[src/rtl/pipelined_barrel_shifter_if.sv]
// -----------------------------------------------------------------------------
// pipelined_barrel_shifter_if
//
// Purpose: groups the upstream (in_*) and downstream (out_*) handshake buses of
// the pipelined barrel shifter, plus its busy status flag.
//
// Parameters:
//   NBits  data width (power of two, >= 4)
//   TAG_W  width of the sideband tag carried with every operation
//
// Signals:
//   in_valid  / in_ready   upstream handshake
//   in_data   [NBits]      operand to shift
//   in_shamt  [SHAMT_W]    shift amount 0..NBits-1
//   in_op     [2]          00 SLL, 01 SRL, 10 SRA, 11 ROTL
//   in_tag    [TAG_W]      sideband tag, passed through unchanged
//   out_valid / out_ready  downstream handshake
//   out_data  [NBits]      shifted result
//   out_tag   [TAG_W]      tag of the operation that produced out_data
//   busy                   any pipeline stage holds a valid operation
//
// Modports:
//   slave  - the shifter itself
//   master - the environment driving operations and consuming results
// -----------------------------------------------------------------------------
interface pipelined_barrel_shifter_if #(
    parameter int NBits = 32,
    parameter int TAG_W = 5
);
    localparam int SHAMT_W = $clog2(NBits);

    logic               in_valid;
    logic               in_ready;
    logic [NBits-1:0]   in_data;
    logic [SHAMT_W-1:0] in_shamt;
    logic [1:0]         in_op;
    logic [TAG_W-1:0]   in_tag;
    logic               out_valid;
    logic               out_ready;
    logic [NBits-1:0]   out_data;
    logic [TAG_W-1:0]   out_tag;
    logic               busy;

    modport slave (
        input  in_valid, in_data, in_shamt, in_op, in_tag, out_ready,
        output in_ready, out_valid, out_data, out_tag, busy
    );

    modport master (
        output in_valid, in_data, in_shamt, in_op, in_tag, out_ready,
        input  in_ready, out_valid, out_data, out_tag, busy
    );
endinterface

[src/rtl/pipelined_barrel_shifter.sv]
// -----------------------------------------------------------------------------
// pipelined_barrel_shifter
//
// Purpose: log2(NBits)-stage pipelined barrel shifter supporting SLL, SRL, SRA
// and ROTL. Stage k conditionally shifts by 2^(SHAMT_W-1-k), so the most
// significant shift-amount bit is applied first. The whole pipeline advances
// as one unit whenever the output register is empty or being drained, giving
// one operation per cycle and a fixed latency of SHAMT_W cycles.
//
// Ports:
//   clk    single clock, rising edge
//   reset  synchronous active-high reset; flushes every stage
//   bus    pipelined_barrel_shifter_if.slave (in_*, out_*, busy)
// -----------------------------------------------------------------------------
module pipelined_barrel_shifter #(
    parameter int NBits = 32,
    parameter int TAG_W = 5
) (
    input  logic                          clk,
    input  logic                          reset,
    pipelined_barrel_shifter_if.slave     bus
);
    localparam int SHAMT_W = $clog2(NBits);

    typedef enum logic [1:0] {
        OP_SLL  = 2'b00,
        OP_SRL  = 2'b01,
        OP_SRA  = 2'b10,
        OP_ROTL = 2'b11
    } op_e;

    // Global advance: every stage moves forward together, or all hold.
    logic adv;

    // Per-stage register outputs, gathered so the next stage can read them.
    logic [SHAMT_W-1:0] stage_valid;
    logic [NBits-1:0]   stage_data  [SHAMT_W];
    logic [SHAMT_W-1:0] stage_shamt [SHAMT_W];
    op_e                stage_op    [SHAMT_W];
    logic [TAG_W-1:0]   stage_tag   [SHAMT_W];

    assign adv          = !bus.out_valid || bus.out_ready;
    assign bus.in_ready = adv && !reset;

    genvar gi;
    generate
        for (gi = 0; gi < SHAMT_W; gi++) begin : g_stage
            localparam int BIT = SHAMT_W - 1 - gi;
            localparam int SH  = 1 << BIT;

            logic               src_valid;
            logic [NBits-1:0]   src_data;
            logic [SHAMT_W-1:0] src_shamt;
            op_e                src_op;
            logic [TAG_W-1:0]   src_tag;
            logic [NBits-1:0]   shifted;

            logic               valid_q, valid_d;
            logic [NBits-1:0]   data_q,  data_d;
            logic [SHAMT_W-1:0] shamt_q, shamt_d;
            op_e                op_q,    op_d;
            logic [TAG_W-1:0]   tag_q,   tag_d;

            if (gi == 0) begin : g_head
                // A cycle without an accepted operation loads a bubble.
                assign src_valid = bus.in_valid && bus.in_ready;
                assign src_data  = bus.in_data;
                assign src_shamt = bus.in_shamt;
                assign src_op    = op_e'(bus.in_op);
                assign src_tag   = bus.in_tag;
            end else begin : g_body
                assign src_valid = stage_valid[gi-1];
                assign src_data  = stage_data[gi-1];
                assign src_shamt = stage_shamt[gi-1];
                assign src_op    = stage_op[gi-1];
                assign src_tag   = stage_tag[gi-1];
            end

            // Fixed-distance shift selected by this stage's shift-amount bit.
            always_comb begin
                shifted = src_data;
                if (src_shamt[BIT]) begin
                    case (src_op)
                        OP_SLL:  shifted = {src_data[NBits-1-SH:0], {SH{1'b0}}};
                        OP_SRL:  shifted = {{SH{1'b0}}, src_data[NBits-1:SH]};
                        OP_SRA:  shifted = {{SH{src_data[NBits-1]}}, src_data[NBits-1:SH]};
                        OP_ROTL: shifted = {src_data[NBits-1-SH:0], src_data[NBits-1:NBits-SH]};
                        default: shifted = src_data;
                    endcase
                end
            end

            always_comb begin
                valid_d = valid_q;
                data_d  = data_q;
                shamt_d = shamt_q;
                op_d    = op_q;
                tag_d   = tag_q;
                if (adv) begin
                    valid_d = src_valid;
                    data_d  = shifted;
                    shamt_d = src_shamt;
                    op_d    = src_op;
                    tag_d   = src_tag;
                end
            end

            always_ff @(posedge clk) begin
                if (reset) begin
                    valid_q <= 1'b0;
                    data_q  <= '0;
                    shamt_q <= '0;
                    op_q    <= OP_SLL;
                    tag_q   <= '0;
                end else begin
                    valid_q <= valid_d;
                    data_q  <= data_d;
                    shamt_q <= shamt_d;
                    op_q    <= op_d;
                    tag_q   <= tag_d;
                end
            end

            assign stage_valid[gi] = valid_q;
            assign stage_data[gi]  = data_q;
            assign stage_shamt[gi] = shamt_q;
            assign stage_op[gi]    = op_q;
            assign stage_tag[gi]   = tag_q;
        end
    endgenerate

    // Outputs come straight from the last stage's registers.
    assign bus.out_valid = stage_valid[SHAMT_W-1];
    assign bus.out_data  = stage_data[SHAMT_W-1];
    assign bus.out_tag   = stage_tag[SHAMT_W-1];
    assign bus.busy      = |stage_valid;
endmodule

[src/flat_wrapper.sv]
// flat-port wrapper written by rule: the top's interface ports become plain ports
module pipelined_barrel_shifter_flat 
#(
    parameter int NBits = 32,
    parameter int TAG_W = 5
)
  (clk, reset, bus_in_valid, bus_in_data, bus_in_shamt, bus_in_op, bus_in_tag, bus_out_ready, bus_in_ready, bus_out_valid, bus_out_data, bus_out_tag, bus_busy);
  pipelined_barrel_shifter_if #(.NBits(NBits), .TAG_W(TAG_W)) bus_i ();
  input  logic clk;
  input  logic reset;
  input wire logic [$bits(bus_i.in_valid)-1:0] bus_in_valid;
  input wire logic [$bits(bus_i.in_data)-1:0] bus_in_data;
  input wire logic [$bits(bus_i.in_shamt)-1:0] bus_in_shamt;
  input wire logic [$bits(bus_i.in_op)-1:0] bus_in_op;
  input wire logic [$bits(bus_i.in_tag)-1:0] bus_in_tag;
  input wire logic [$bits(bus_i.out_ready)-1:0] bus_out_ready;
  output wire logic [$bits(bus_i.in_ready)-1:0] bus_in_ready;
  output wire logic [$bits(bus_i.out_valid)-1:0] bus_out_valid;
  output wire logic [$bits(bus_i.out_data)-1:0] bus_out_data;
  output wire logic [$bits(bus_i.out_tag)-1:0] bus_out_tag;
  output wire logic [$bits(bus_i.busy)-1:0] bus_busy;
  assign bus_i.in_valid = bus_in_valid;
  assign bus_i.in_data = bus_in_data;
  assign bus_i.in_shamt = bus_in_shamt;
  assign bus_i.in_op = bus_in_op;
  assign bus_i.in_tag = bus_in_tag;
  assign bus_i.out_ready = bus_out_ready;
  assign bus_in_ready = bus_i.in_ready;
  assign bus_out_valid = bus_i.out_valid;
  assign bus_out_data = bus_i.out_data;
  assign bus_out_tag = bus_i.out_tag;
  assign bus_busy = bus_i.busy;
  pipelined_barrel_shifter #(.NBits(NBits), .TAG_W(TAG_W)) u_core (.clk(clk), .reset(reset), .bus(bus_i));
endmodule
[config.mk]
export PLATFORM = sky130hd
export DESIGN_NAME = pipelined_barrel_shifter_flat
export DESIGN_NICKNAME = d
export VERILOG_FILES = /design/src/rtl/pipelined_barrel_shifter_if.sv /design/src/rtl/pipelined_barrel_shifter.sv /design/src/flat_wrapper.sv
export SDC_FILE = /design/constraint.sdc
export NUM_CORES = 1
export LEC_CHECK = 0
export CAP_MARGIN = 20
export CELL_PAD_IN_SITES_DETAIL_PLACEMENT = 1
export CELL_PAD_IN_SITES_GLOBAL_PLACEMENT = 2
export CORE_MARGIN = 2
export CORE_UTILIZATION = 36
export CTS_CLUSTER_SIZE = 20
export DETAILED_ROUTE_END_ITERATION = 7
export PLACE_DENSITY = 0.92
export SLEW_MARGIN = 20
export SYNTH_ARGS = -nofsm -noshare
export SYNTH_HDL_FRONTEND = slang
export SYNTH_SLANG_ARGS = --single-unit
export TNS_END_PERCENT = 100
[constraint.sdc]
create_clock -name clk -period 1.6 [get_ports clk]
set_input_delay 0.32 -clock clk [delete_from_list [all_inputs] [get_ports clk]]
set_output_delay 0.32 -clock clk [all_outputs]
set_load 0.05 [all_outputs]
==> results.json <==
{
  "grt_pass1_wl_microns": 57900,
  "drtIter0Drc": 594,
  "drive_above_1_share_pct": 16.0,
  "rsz0062_at_grt": "yes",
  "cts_sinks": 208,
  "maxSlewViolCount": 0,
  "dr_total_vias": 10500,
  "grt_pass1_vias": 10900,
  "synth_area_sq_um": 11500,
  "p_per_area_nw_per_um2": 943,
  "cts_hold_buf": 0,
  "gr-total-overflow": 0,
  "cp-end-kind": "output pin",
  "fmax_mhz": 591,
  "synth_area_leader_cell": "dfxtp_1",
  "die-area_sq_um": 33300,
  "netlist_top_cells_count": "dfxtp_1 (208), nand2_1 (170), clkbuf_1 (100)",
  "synth-edff-count": 0,
  "start_util_pct": 36.4,
  "crit_fanout": 4,
  "insertion_delay_ps": 520,
  "ant_nets": 0,
  "cts_tree": "yes",
  "die_h_microns": 182,
  "path_class": "flop to output pin",
  "synthFlopType": "dfxtp_1",
  "outcome": "finished, violations left",
  "timing.hold.ws_ps": 132,
  "ios": 88,
  "place_hpwl_microns": 24200,
  "diodes": 0,
  "arrival_ps": 1370,
  "gp_congestion": 0.820,
  "max_slew_margin_pct": 63.1,
  "instances_no_fill": 1836,
  "area_growth_syn_to_layout_pct": 24.6,
  "synth.avg_cell_area_sq_um": 8.49,
  "cts_root_buf": "clkbuf_16",
  "final_area_sq_um": 14300,
  "ys_types": 38,
  "wirelength_microns": 35400,
  "multi_input_area_sq_um": 6630,
  "rows": 65,
  "post-route-period-util_pct": 106,
  "synth_top_area_share_pct": 36.4,
  "dpl_cell_area_sq_um": 13300,
  "drc": 0,
  "drv_cap": 0,
  "grt_max_degree": 73,
  "dp_cells": 1785,
  "cts_buffers": 25,
  "hp-class": "input port to flop",
  "fillCellCount": 3574,
  "viasPerCell": 5.74,
  "dieWidth_microns": 182,
  "finalSetupViolations": 2,
  "yosysSeqAreaShare_pct": 36.4,
  "worstPathRequired_ps": 1280,
  "holdPathStages": 2,
  "synth_seq_cells": 208,
  "clockBufferDepth": 3,
  "htreeDepth": 1,
  "wl_per_cell_microns": 19.3,
  "synth_warnings": 0,
  "synthTopCellsByArea": "dfxtp_1 (36%), mux2i_1 (8.5%), a32o_1 (5.8%)",
  "synthCells": 1348,
  "setup_ws_ps": -91.7,
  "critPathLaunchType": "flop",
  "finalWorstPathRequiredPeriod_ps": 1690,
  "antenna_found_initial": 0,
  "synthArstFlopShare_pct": 0,
  "grt_usage_pct": 20.9,
  "worstMarginPinSlew_ps": 553,
  "core_sq_um": 31500,
  "yosysMostFrequentCell": "dfxtp_1",
  "fin_skew_ps": 8.08,
  "clk_pin_slew_ps": 60,
  "violations": "negative setup slack",
  "synthesis.nets": 1396,
  "seqCellArea_sq_um": 4170,
  "ir_worst_vdd_v": 0.000653,
  "pre_cts_ws_ps": -354,
  "first_pass_iters": 5,
  "reg2regPathDepth": 6,
  "cellLeakagePower_nw": 5.35,
  "hold_viol": 0,
  "numPortBuffers": 87,
  "layout.nets": 1466
}
report_power, final:
part / internal, W / switching [W] / total, W
sequential: 0.00547 / 0.000339 / 0.00581
combinational: 0.000940 / 0.00102 / 0.00196
clock: 0.00346 / 0.00222 / 0.00568
registers in the layout, indices dropped and copies added (netlist names):
name and flops:
u_core.g_stage.data_q 128, u_core.bus.out_data 32, u_core.g_stage.shamt_q 10, u_core.bus.out_tag 5, u_core.g_stage.tag_q 20, u_core.g_stage.op_q 8, u_core.bus.out_valid 1, u_core.g_stage.valid_q 4
kinds of logic after synthesis:
| logic type | synth area share, % |
|---|---|
| AND/OR/NAND/NOR | 21.1 |
| multiplexers | 13.8 |
| flip-flops | 36.4 |
| XOR/XNOR | 0.863 |
| buffers and inverters | 6.17 |
| AO/OA/AOI/OAI | 21.7 |
path summary, 6_finish.rpt:
kind / from / to / slack (ps)
max: u_core.bus.out_valid$_SDFFE_PP0N_ / bus_in_ready / -90
min: reset / u_core.g_stage[2].op_q[0]$_SDFFE_PP0N_ / 130
max reg2reg: u_core.bus.out_valid$_SDFFE_PP0N_ / u_core.bus.out_data[18]$_SDFFE_PP0N_ / 10
min reg2reg: u_core.g_stage[2].shamt_q[0]$_SDFFE_PP0N_ / u_core.g_stage[2].shamt_q[0]$_SDFFE_PP0N_ / 460
routing by layer:
layer / GRT usage, % / wire length [microns] / part of all wire (%)
met2: 36.3 / 17100 / 48
met5: 0 / 0 / 0
met3: 2.18 / 992 / 2.8
met4: 6.13 / 898 / 2.5
met1: 27.4 / 16400 / 46
worst max-delay path, cell delays in order, from the launching register on:
cell     delay [ps]
dfxtp_4         350
nor2b_4         130
buf_12          120
nor2_4           80
buf_6           160
through the flow:
stage	TNS, ps	total power [W]	util, %
after floorplan	0	0.00707	-
after global placement	-27730	0.00777	42.4
after detailed placement	-32800	0.00784	42.4
after CTS	-142	0.0136	45.2
after global routing	-990	0.0140	45.3
final	-135	0.0135	45.3
repair_timing:
item,4_1_cts,5_1_grt
gates cloned,0,0
pin swaps,4,0
endpoints found under the setup margin,12,37
gates resized for setup,2,8
setup buffers,7,1
layout make-up:
class	instances	share of cell area, %
Clock buffer	39	5.18
Clock inverter	4	0.491
Inverter	6	0.175
Multi-Input combinational cell	984	46.5
Sequential cell	208	29.3
Tap cell	402	3.53
Timing Repair Buffer	193	14.9
placed cells by master (no fill, tap or decap), drive strengths merged, types with 2 or more instances in the layout:
| cell | n |
|---|---|
| mux2 | 46 |
| nand3b | 12 |
| nand3 | 14 |
| nand2b | 97 |
| dfxtp | 208 |
| a32o | 66 |
| nor2b | 37 |
| a21oi | 48 |
| o32ai | 75 |
| mux2i | 97 |
| nor2 | 88 |
| o31ai | 2 |
| inv | 6 |
| buf | 147 |
| o211ai | 24 |
| nor3b | 2 |
| clkdlybuf4s50 | 46 |
| bufinv | 2 |
| clkinv | 2 |
| a221oi | 34 |
| xnor2 | 4 |
| nand2 | 170 |
| nor3 | 83 |
| o21ai | 78 |
| clkbuf | 39 |
| a211oi | 2 |
No activity file was read; power rests on OpenSTA's default activity.
